**src/rtl/alu_ctrl_mdu.sv**
```systemverilog
// -----------------------------------------------------------------------------
// alu_ctrl_mdu
//
// ALU control decoder combined with an iterative RV32M multiply/divide unit.
// The decoder turns an op class plus instruction word into a 4-bit ALU control
// code. Multiply/divide requests run for WIDTH cycles: one shift-add or one
// restoring-division step per cycle, on operand magnitudes, with the sign
// fixed up on the final step. Division by zero and signed overflow skip the
// iteration and answer on the next cycle.
//
// Ports
//   clk, rst            clock; synchronous active-high reset
//   AluOp               op class: 000 I, 001 S, 010 SB, 100 U, 101 R
//   inst                instruction word (funct3 = [14:12], funct7 = [31:25])
//   op_a, op_b          rs1 / rs2 operands for the MDU
//   in_valid/in_ready   request handshake; in_ready only while idle
//   out_valid/out_ready result handshake; result held until consumed
//   Alu_Control_Lines   registered ALU control code
//   is_mdu, mdu_result  result comes from the MDU / MDU result value
//   illegal             accepted request had no valid decode
//   busy                unit is not idle
// -----------------------------------------------------------------------------
module alu_ctrl_mdu #(
    parameter int WIDTH    = 32,
    parameter bit ENABLE_M = 1'b1
) (
    input  logic             clk,
    input  logic             rst,
    input  logic [2:0]       AluOp,
    input  logic [WIDTH-1:0] inst,
    input  logic [WIDTH-1:0] op_a,
    input  logic [WIDTH-1:0] op_b,
    input  logic             in_valid,
    output logic             in_ready,
    output logic             out_valid,
    input  logic             out_ready,
    output logic [3:0]       Alu_Control_Lines,
    output logic             is_mdu,
    output logic [WIDTH-1:0] mdu_result,
    output logic             illegal,
    output logic             busy
);

    typedef enum logic [3:0] {
        CTRL_AND  = 4'b0000,
        CTRL_OR   = 4'b0001,
        CTRL_ADD  = 4'b0010,
        CTRL_SLL  = 4'b0011,
        CTRL_SLTU = 4'b0100,
        CTRL_SRL  = 4'b0101,
        CTRL_SUB  = 4'b0110,
        CTRL_SRA  = 4'b0111,
        CTRL_XOR  = 4'b1000,
        CTRL_BNE  = 4'b1001,
        CTRL_BEQ  = 4'b1010,
        CTRL_BLT  = 4'b1011,
        CTRL_BGE  = 4'b1100,
        CTRL_LUI  = 4'b1101,
        CTRL_SLT  = 4'b1110
    } ctrl_e;

    typedef enum logic [1:0] {
        S_IDLE = 2'd0,
        S_CALC = 2'd1,
        S_DONE = 2'd2
    } state_e;

    localparam int CW = $clog2(WIDTH);
    // Decode fields sit at fixed RV32 positions, so view the word as >= 32 bits.
    localparam int IW = (WIDTH < 32) ? 32 : WIDTH;
    localparam logic [6:0]       OPC_OP_IMM = 7'b0010011;
    localparam logic [WIDTH-1:0] MOST_NEG   = {1'b1, {(WIDTH-1){1'b0}}};

    // ------------------------------------------------------------------ decode
    logic [IW-1:0] inst_w;
    logic [6:0]    opcode;
    logic [6:0]    funct7;
    logic [2:0]    funct3;
    logic          unused_inst_bits;

    assign inst_w           = IW'(inst);
    assign opcode           = inst_w[6:0];
    assign funct3           = inst_w[14:12];
    assign funct7           = inst_w[31:25];
    assign unused_inst_bits = ^{inst_w[24:15], inst_w[11:7]};

    ctrl_e dec_ctrl;
    logic  dec_illegal;
    logic  dec_mdu;

    always_comb begin
        // NOTE: every output of this block is defaulted first so no path can
        // leave one unassigned and infer a latch.
        dec_ctrl    = CTRL_ADD;
        dec_illegal = 1'b0;
        dec_mdu     = 1'b0;
        case (AluOp)
            3'b000: begin
                case (funct3)
                    3'b000:  dec_ctrl = CTRL_ADD;
                    3'b001:  dec_ctrl = CTRL_SLL;
                    // Loads share funct3 010 with SLTI; only OP-IMM compares.
                    3'b010:  dec_ctrl = (opcode == OPC_OP_IMM) ? CTRL_SLT : CTRL_ADD;
                    3'b011: begin
                        if (opcode == OPC_OP_IMM) dec_ctrl = CTRL_SLTU;
                        else                      dec_illegal = 1'b1;
                    end
                    3'b100:  dec_ctrl = CTRL_XOR;
                    3'b101:  dec_ctrl = inst_w[30] ? CTRL_SRA : CTRL_SRL;
                    3'b110:  dec_ctrl = CTRL_OR;
                    default: dec_ctrl = CTRL_AND;
                endcase
            end
            3'b001: dec_ctrl = CTRL_ADD;
            3'b100: dec_ctrl = CTRL_LUI;
            3'b010: begin
                case (funct3)
                    3'b000:  dec_ctrl = CTRL_BEQ;
                    3'b001:  dec_ctrl = CTRL_BNE;
                    3'b100:  dec_ctrl = CTRL_BLT;
                    3'b101:  dec_ctrl = CTRL_BGE;
                    default: dec_illegal = 1'b1;
                endcase
            end
            3'b101: begin
                case (funct7)
                    7'b0000000: begin
                        case (funct3)
                            3'b000:  dec_ctrl = CTRL_ADD;
                            3'b001:  dec_ctrl = CTRL_SLL;
                            3'b010:  dec_ctrl = CTRL_SLT;
                            3'b011:  dec_ctrl = CTRL_SLTU;
                            3'b100:  dec_ctrl = CTRL_XOR;
                            3'b101:  dec_ctrl = CTRL_SRL;
                            3'b110:  dec_ctrl = CTRL_OR;
                            default: dec_ctrl = CTRL_AND;
                        endcase
                    end
                    7'b0100000: begin
                        case (funct3)
                            3'b000:  dec_ctrl = CTRL_SUB;
                            3'b101:  dec_ctrl = CTRL_SRA;
                            default: dec_illegal = 1'b1;
                        endcase
                    end
                    7'b0000001: begin
                        if (ENABLE_M) dec_mdu     = 1'b1;
                        else          dec_illegal = 1'b1;
                    end
                    default: dec_illegal = 1'b1;
                endcase
            end
            default: dec_illegal = 1'b1;
        endcase
    end

    // ------------------------------------------------------- MDU request setup
    // funct3: 000 MUL, 001 MULH, 010 MULHSU, 011 MULHU,
    //         100 DIV, 101 DIVU, 110 REM,    111 REMU
    logic             a_signed;
    logic             b_signed;
    logic             a_neg;
    logic             b_neg;
    logic [WIDTH-1:0] a_mag;
    logic [WIDTH-1:0] b_mag;
    logic             div_zero;
    logic             div_ovf;
    logic             res_neg;

    always_comb begin
        a_signed = 1'b0;
        b_signed = 1'b0;
        case (funct3)
            3'b001, 3'b100, 3'b110: begin
                a_signed = 1'b1;
                b_signed = 1'b1;
            end
            3'b010:  a_signed = 1'b1;
            default: ;
        endcase
    end

    assign a_neg    = a_signed & op_a[WIDTH-1];
    assign b_neg    = b_signed & op_b[WIDTH-1];
    assign a_mag    = a_neg ? -op_a : op_a;
    assign b_mag    = b_neg ? -op_b : op_b;
    assign div_zero = funct3[2] && (op_b == '0);
    assign div_ovf  = ((funct3 == 3'b100) || (funct3 == 3'b110))
                      && (op_a == MOST_NEG) && (op_b == '1);
    // Remainder follows the dividend's sign; product and quotient the XOR.
    assign res_neg  = (funct3[2:1] == 2'b11) ? a_neg : (a_neg ^ b_neg);

    // ------------------------------------------------------------- registers
    state_e             state_q,   state_d;
    logic [CW-1:0]      cnt_q,     cnt_d;
    ctrl_e              ctrl_q,    ctrl_d;
    logic               illegal_q, illegal_d;
    logic               is_mdu_q,  is_mdu_d;
    logic [WIDTH-1:0]   res_q,     res_d;
    // acc: {partial product high, multiplier} or {partial remainder, dividend}
    logic [2*WIDTH-1:0] acc_q,     acc_d;
    // opnd: multiplicand or divisor magnitude
    logic [WIDTH-1:0]   opnd_q,    opnd_d;
    logic [2:0]         f3_q,      f3_d;
    logic               neg_q,     neg_d;

    // ------------------------------------------------------------ iteration
    logic [WIDTH:0]     mul_sum;
    logic [WIDTH:0]     div_shift;
    logic [WIDTH:0]     div_diff;
    logic [2*WIDTH-1:0] acc_step;

    always_comb begin
        mul_sum   = {1'b0, acc_q[2*WIDTH-1:WIDTH]}
                    + (acc_q[0] ? {1'b0, opnd_q} : '0);
        div_shift = {acc_q[2*WIDTH-1:WIDTH], acc_q[WIDTH-1]};
        div_diff  = div_shift - {1'b0, opnd_q};
        if (f3_q[2]) begin
            // Restoring step: keep the difference only when it did not borrow.
            if (!div_diff[WIDTH]) acc_step = {div_diff[WIDTH-1:0],  acc_q[WIDTH-2:0], 1'b1};
            else                  acc_step = {div_shift[WIDTH-1:0], acc_q[WIDTH-2:0], 1'b0};
        end else begin
            acc_step = {mul_sum, acc_q[WIDTH-1:1]};
        end
    end

    // Sign-corrected result taken straight from the last step's output, so
    // the final step and result capture share the same cycle.
    logic [2*WIDTH-1:0] prod_fix;
    logic [WIDTH-1:0]   quo_fix;
    logic [WIDTH-1:0]   rem_fix;
    logic [WIDTH-1:0]   mdu_final;

    always_comb begin
        prod_fix = neg_q ? -acc_step : acc_step;
        quo_fix  = neg_q ? -acc_step[WIDTH-1:0] : acc_step[WIDTH-1:0];
        rem_fix  = neg_q ? -acc_step[2*WIDTH-1:WIDTH] : acc_step[2*WIDTH-1:WIDTH];
        case (f3_q)
            3'b000:                 mdu_final = prod_fix[WIDTH-1:0];
            3'b001, 3'b010, 3'b011: mdu_final = prod_fix[2*WIDTH-1:WIDTH];
            3'b100, 3'b101:         mdu_final = quo_fix;
            default:                mdu_final = rem_fix;
        endcase
    end

    // ----------------------------------------------------------------- FSM
    always_comb begin
        state_d   = state_q;
        cnt_d     = cnt_q;
        ctrl_d    = ctrl_q;
        illegal_d = illegal_q;
        is_mdu_d  = is_mdu_q;
        res_d     = res_q;
        acc_d     = acc_q;
        opnd_d    = opnd_q;
        f3_d      = f3_q;
        neg_d     = neg_q;
        case (state_q)
            S_IDLE: begin
                if (in_valid) begin
                    ctrl_d    = dec_ctrl;
                    illegal_d = dec_illegal;
                    is_mdu_d  = dec_mdu;
                    res_d     = '0;
                    state_d   = S_DONE;
                    if (dec_mdu) begin
                        f3_d  = funct3;
                        neg_d = res_neg;
                        if (div_zero) begin
                            res_d = funct3[1] ? op_a : '1;
                        end else if (div_ovf) begin
                            res_d = funct3[1] ? '0 : op_a;
                        end else begin
                            state_d = S_CALC;
                            cnt_d   = CW'(WIDTH - 1);
                            acc_d   = {{WIDTH{1'b0}}, a_mag};
                            opnd_d  = b_mag;
                        end
                    end
                end
            end
            S_CALC: begin
                acc_d = acc_step;
                if (cnt_q == '0) begin
                    state_d = S_DONE;
                    res_d   = mdu_final;
                end else begin
                    cnt_d = cnt_q - CW'(1);
                end
            end
            S_DONE: begin
                if (out_ready) state_d = S_IDLE;
            end
            default: state_d = S_IDLE;
        endcase
    end

    // NOTE: state is updated with non-blocking assignments so every flop sees
    // the pre-edge values of the others, independent of statement order.
    always_ff @(posedge clk) begin
        if (rst) begin
            // NOTE: the datapath registers are reset along with the control
            // state so an aborted operation leaves nothing stale behind.
            state_q   <= S_IDLE;
            cnt_q     <= '0;
            ctrl_q    <= CTRL_ADD;
            illegal_q <= 1'b0;
            is_mdu_q  <= 1'b0;
            res_q     <= '0;
            acc_q     <= '0;
            opnd_q    <= '0;
            f3_q      <= '0;
            neg_q     <= 1'b0;
        end else begin
            state_q   <= state_d;
            cnt_q     <= cnt_d;
            ctrl_q    <= ctrl_d;
            illegal_q <= illegal_d;
            is_mdu_q  <= is_mdu_d;
            res_q     <= res_d;
            acc_q     <= acc_d;
            opnd_q    <= opnd_d;
            f3_q      <= f3_d;
            neg_q     <= neg_d;
        end
    end

    // -------------------------------------------------------------- outputs
    assign in_ready          = (state_q == S_IDLE);
    assign out_valid         = (state_q == S_DONE);
    assign busy              = (state_q != S_IDLE);
    assign Alu_Control_Lines = ctrl_q;
    assign is_mdu            = is_mdu_q;
    assign illegal           = illegal_q;
    assign mdu_result        = res_q;

endmodule
```
**config.mk**
```make
export PLATFORM = sky130hd
export DESIGN_NAME = alu_ctrl_mdu
export DESIGN_NICKNAME = d
export VERILOG_FILES = /design/src/rtl/alu_ctrl_mdu.sv
export SDC_FILE = /design/constraint.sdc
export NUM_CORES = 1
export LEC_CHECK = 0
export CORE_UTILIZATION = 60
export CTS_BUF_LIST = sky130_fd_sc_hd__clkbuf_16
export DETAILED_ROUTE_END_ITERATION = 7
export GPL_ROUTABILITY_DRIVEN = 0
export PLACE_DENSITY_LB_ADDON = 0.2
export SETUP_SLACK_MARGIN = 0.3
export SLEW_MARGIN = 10
export SYNTH_ARGS = -nofsm -noshare
export SYNTH_HDL_FRONTEND = slang
export SYNTH_SLANG_ARGS = --single-unit
export TNS_END_PERCENT = 1
```
**constraint.sdc**
```tcl
create_clock -name clk -period 6.6 [get_ports clk]
set_clock_uncertainty 0.2 [all_clocks]
set_input_delay 1.65 -clock clk [delete_from_list [all_inputs] [get_ports clk]]
set_output_delay 1.65 -clock clk [all_outputs]
set_load 0.01 [all_outputs]
```
== Word level (Yosys, flattened, before mapping) ==
Index checks and enable logic that the tools add are counted.
W data, S select, Z words.

* Output and inout bits: 41
* Flip-flop bits (word level): 145
* Logic and storage cells: 136

* Bitwise operators: 5
* Add/subtract/negate cells: 8
* Muxes and demuxes: 55
* Equality and inequality tests: 30
* Reduce and logical (&&, ||, !) cells: 28

{| class="wikitable"
|+ Operators with widths
! cell !! number
|-
| $mux W64 || 7
|-
| $mux W32 || 12
|-
| $neg A32 Y32 || 4
|-
| $pmux W64 S2 || 1
|-
| $pmux W32 S3 || 1
|-
| $eq A32 B32 Y1 const B || 2
|-
| $neg A64 Y64 || 1
|-
| $pmux W32 S2 || 1
|-
| $pmux W4 S7 || 2
|-
| $add A32 B32 Y33 || 1
|-
| $sub A33 B32 Y33 || 1
|-
| $logic_not A32 Y1 || 1
|-
| $pmux W4 S4 || 2
|-
| $mux W5 || 5
|-
| $eq A3 B3 Y1 const B || 7
|-
| $eq A3 B2 Y1 const B || 5
|-
| $mux W2 || 7
|-
| $ne A2 B2 Y1 const B || 5
|-
| $pmux W5 S2 || 1
|-
| $reduce_and A5 Y1 || 2
|-
| $eq A3 B1 Y1 const B || 3
|-
| $logic_not A3 Y1 || 3
|-
| $mux W1 || 9
|-
| $reduce_and A3 Y1 || 3
|-
| 28 further kinds || 40
|}

== Depth between registers and ports, before layout ==
* Word-level depth: 10
* Depth in mapped cells: 26
* Mapped depth without buffers: 26

== Worst setup path before layout ==
OpenSTA, ideal clock, no wires.

* Kind: flip-flop to flip-flop
* From: reg acc_q[31]
* To: reg res_q[18] (netlist: mdu_result[18])
* Cell stages (with the launch flop): 25
* Arrival time: 5.257 ns
* Clock period less this slack: 5.572 ns
* Buffers on the path: 0
* Setup slack: 1.028 ns
* Library setup time: 0.115 ns
* Data required time: 6.285 ns
* Path through: dfxtp_1 inv_1 ha_1 inv_1 fa_1 nand3_1 a21oi_1 o31ai_4 a21boi_4 nor3_4 nor3_4 a21o_1 inv_1 ha_1 nor3b_1 o221ai_1 or4_1 or2_1 or3_1 nor3_1 nand4_1 o21ai_0 xor2_1 o221ai_1 o21a_1

* Longest elaborated chain between the ends: 8

{| class="wikitable"
|+ Ends and longest elaborated chain
! item !! RTL line !! source
|-
| from (decl) || 201 || <nowiki>logic [2*WIDTH-1:0] acc_q, acc_d;</nowiki>
|-
| from (signal assigned) || 310 || <nowiki>acc_q <= '0;</nowiki>
|-
| from (signal assigned) || 321 || <nowiki>acc_q <= acc_d;</nowiki>
|-
| $sub A33 B32 Y33 || 217 || <nowiki>div_diff = div_shift - {1'b0, opnd_q};</nowiki>
|-
| $mux W64 || 220 || <nowiki>if (!div_diff[WIDTH]) acc_step = {div_diff[WIDTH-1:0], acc_q[WIDTH-2:0], 1'b1};</nowiki>
|-
| $mux W64 (*) || 218 || <nowiki>if (f3_q[2]) begin</nowiki>
|-
| $neg A64 Y64, or another cell as far along || 235 || <nowiki>prod_fix = neg_q ? -acc_step : acc_step;</nowiki>
|-
| $mux W64, or another cell as far along || 235 ||
|-
| $pmux W32 S3 (*) || 238 || <nowiki>case (f3_q)</nowiki>
|-
| $mux W32 (*) || 284 || <nowiki>if (cnt_q == '0) begin</nowiki>
|-
| $pmux W32 S2 (*) || 258 || <nowiki>case (state_q)</nowiki>
|-
| to (signal assigned) || 320 || <nowiki>res_q <= res_d;</nowiki>
|-
| to (decl) || 199 || <nowiki>logic [WIDTH-1:0] res_q, res_d;</nowiki>
|}

Mark *: on every way between the ends. The rest lies on a longest branch, timed or not. The select of a mux whose other input is x is not followed.
A chain may end at the register's enable or synchronous reset.

== Final worst setup path ==
* From: reg acc_q[0]
* To: reg res_q[25] (netlist: mdu_result[25])

* Longest elaborated chain between the ends: 8

{| class="wikitable"
|+ Ends and longest elaborated chain
! item !! RTL line !! source
|-
| $mux W32 || 215 || <nowiki>+ (acc_q[0] ? {1'b0, opnd_q} : '0);</nowiki>
|-
| $add A32 B32 Y33 || 215 ||
|-
| $mux W64 (*) || 218 ||
|-
| $neg A64 Y64 or $neg A32 Y32 (tied branches) || 235, 237 ||
|-
| $mux W64 or $mux W32 (tied branches) || 235, 237 ||
|-
| $pmux W32 S3 (*) || 238 ||
|-
| $mux W32 (*) || 284 ||
|-
| $pmux W32 S2 (*) || 258 ||
|}

Marks and branches as above.

==> results_dict.tcl <==
set metrics [dict create \
    diodes 0 \
    root_buffer "clkbuf_16" \
    cp_max_fo 34 \
    die_w_um 165 \
    slew-limit-headroom_pct 7.90 \
    holdCritStartpoint "mdu_result[0]" \
    drt-vias-per-instance 7.07 \
    p_switching_uw 671 \
    ys_seq_elements 145 \
    hold_path.class "flip-flop to flip-flop" \
    row_count 59 \
    port_buffers 128 \
    htreeDepth 4 \
    antenna_found_initial 0 \
    max_freq_ghz 0.161 \
    grt.total_usage_pct 42.8 \
    fillers 2306 \
    syn2layout_area_growth_pct 12.6 \
    die_h_um 165 \
    violations "DRC" \
    layout_commonest_cell "nor2_1" \
    hold_viol_final 0 \
    setup_viol 0 \
    worst_setup_path_end_kind "flip-flop" \
    intPower_mw 1.60 \
    cts_buffers 17 \
    syn_inst 2279 \
    crit_start "acc_q[0]" \
    synth-edff-count 0 \
    clk_pin_slew_ns 0.08 \
    layout_common_cells "nor2_1 (322), a21oi_1 (189), nand2_1 (186)" \
    synth_area_leaders "dfxtp_1 (18%), nor2_1 (7.6%), xnor2_1 (6.0%)" \
    wl_mm 59.3 \
    drt-pass1-iter-count 8 \
    wire_per_inst_um 22.3 \
    grt_pass1_vias 17200 \
    post-route-drc-count 2 \
    num_io_pins 144 \
    slew_viol_final 0 \
    leakage_nw 6.96 \
    async_flop_share_pct 0 \
    pwr_density_cell_mw_per_mm2 126 \
    seqPwrFrac_pct 39.4 \
    drtAntennaViolNets 0 \
    nNetsFinal 2486 \
    drtIter0Drc 2824 \
    cp_data_required_time_ns 6.69 \
    synth_top_area_share_pct 18.1 \
    utilization_pct 69.0 \
    cp.arrival_ns 6.28 \
    core_sq_mm 0.0261 \
    grt_overflow 0 \
    start_util_pct 61.3 \
    synth_area_leader_cell "dfxtp_1" \
    yosysSeqAreaShare_pct 18.1 \
    period_share_pct 93.9 \
    swShare_pct 29.5 \
    cap_violations 0 \
    status "finished, violations left" \
    cts_sinks 145 \
    power_mw 2.27 \
    r2r_start "acc_q[0]" \
    vias 18800 \
    irDropWorstVdd_mv 0.147 \
    ys.flop_type "dfxtp_1" \
    clkPwrFrac_pct 47.1 \
    critPathLaunchType "flip-flop" \
    fin_crit_ns 6.20 \
    cts_hold_buf 0 \
    grt_setup_unrepaired "yes" \
    clk_latency_ns 0.45 \
    dieArea_sq_mm 0.0274 \
    p_comb_share_pct 13.5 \
    syn_nets 2455 \
    critPathKind "flip-flop to flip-flop" \
    worstMarginPinSlew_ns 1.35 \
    drive_gt1_share_pct 6.54 \
    cts_tree "yes" \
    yosys_warnings 0 \
    clockBufferDepth 2 \
    grt_max_degree 95 \
    final.setup.tns_ns 0 \
    dp_hpwl_mm 43.4 \
    grt_pass1_wl_mm 91.3 \
    syn_area_sq_mm 0.0160 \
    avgSynthCellArea_sq_um 7.03 \
    synth.distinct_cells 116 \
]
==> cells in the mapped netlist, types with 6 or more instances <==
| cell | number |
|---|---|
| nor2_1 | 324 |
| a21oi_1 | 190 |
| nand2_1 | 187 |
| dfxtp_1 | 145 |
| o21ai_0 | 122 |
| xnor2_1 | 110 |
| clkbuf_1 | 108 |
| nor3_1 | 86 |
| inv_1 | 78 |
| ha_1 | 71 |
| xor2_1 | 62 |
| o22ai_1 | 48 |
| a211oi_1 | 44 |
| mux2i_1 | 42 |
| nand4_1 | 41 |
| and2_1 | 40 |
| nand3_1 | 36 |
| a31oi_1 | 35 |
| buf_2 | 35 |
| a22oi_1 | 30 |
| nor4_1 | 26 |
| o31ai_1 | 25 |
| or3_1 | 25 |
| a21o_1 | 20 |
| nand2b_1 | 18 |
| o21a_1 | 16 |
| o211ai_1 | 15 |
| or4_1 | 15 |
| a211o_1 | 14 |
| o221ai_1 | 14 |
| a21boi_0 | 11 |
| a221oi_1 | 10 |
| and3_1 | 10 |
| nor2b_1 | 10 |
| o21ai_1 | 10 |
| o21bai_1 | 10 |
| o41ai_1 | 10 |
| nor3b_1 | 9 |
| a311oi_1 | 7 |
| a21oi_2 | 6 |
| and4_1 | 6 |
| or2_2 | 6 |
==> state kept, by name, summed over array words and instances, names as in the netlist <==
name	count
f3_q	3
illegal	1
acc_q	64
state_q	2
cnt_q	5
opnd_q	32
neg_q	1
Alu_Control_Lines	4
mdu_result	32
is_mdu	1
==> power groups by stage <==
stage	clock, mW	combinational (mW)	sequential [mW]
final	1.07	0.307	0.895
after global routing	1.09	0.328	0.896
after CTS	1.06	0.299	0.895
after detailed placement	0	0.297	0.915
after global placement	0	0.293	0.915
after floorplan	0	0.150	0.919
==> stage by stage <==
step / hold WS (ns) / cells / setup slack (ns) / instance area (sq um)
floorplan: 0.240 / 2279 / 1.03 / 16000
global placement: 0.245 / 2626 / 0.574 / 17400
detailed placement: 0.244 / 2626 / 0.587 / 17400
CTS: 0.253 / 2658 / 0.524 / 18000
global route: 0.271 / 2658 / 0.276 / 18000
finish: 0.254 / 2658 / 0.403 / 18000
==> cell families after synthesis <==
group / count (synthesis) / share of synthesized area, %
AOI/OAI and AO/OA: 726 / 31.0
xor gates and xnor gates: 172 / 9.40
adders and majority gates: 74 / 5.86
buffers and inverters: 231 / 5.85
DFF: 145 / 18.1
muxes: 46 / 2.93
and+or+nand+nor: 885 / 26.9
==> critical path: stages (launching register included) <==
cell and delay, ns:
dfxtp_1 1.17, and2_1 0.25, ha_1 0.19, fa_1 0.24, a21o_1 0.21, a311oi_2 0.16
nor3_1 0.44, nor2_1 0.16, mux2i_1 0.15, a2111oi_0 1.12, a211o_1 0.44, nor4_1 0.10
buf_4 0.18, nand3_1 0.14, o21ai_1 0.09, xor2_1 0.19, a221oi_1 0.49, a2111oi_2 0.10
==> repair_timing <==
action	4_1_cts	5_1_grt
gates resized for setup	0	4
setup buffers	0	0
endpoints found under the setup margin	0	17
==> layout make-up <==
class	count	area [sq um]	share of cell area (%)
multi-input cells	1903	12200	67.7
flip-flops and latches	145	2910	16.1
repair buffers	165	1580	8.77
clock buffers	17	425	2.36
well taps	335	419	2.32
inverters	78	293	1.62
clock inverters	15	193	1.07
==> path summary, 6_finish.rpt <==
| check | end | slack, ns | depth (start not counted) |
|---|---|---|---|
| setup / recovery | mdu_result[25] | 0.40 | 17 |
| hold / removal | mdu_result[0] | 0.25 | 2 |
| setup reg to reg | mdu_result[25] | 0.40 | 17 |
| hold reg to reg | mdu_result[0] | 0.25 | 2 |
==> per-layer routing <==
metal | vias to the layer above | part of all wire, % | routed length (um) | track usage, %
li1 | 8442 | - | - | -
met1 | 8593 | 38 | 22500 | 54.6
met2 | 1438 | 42 | 24800 | 63.5
met3 | 315 | 14 | 8400 | 13.2
met4 | 0 | 6.1 | 3640 | 24.4
met5 | - | 0 | 0 | 0.758
No activity file was read; power rests on OpenSTA's default activity.
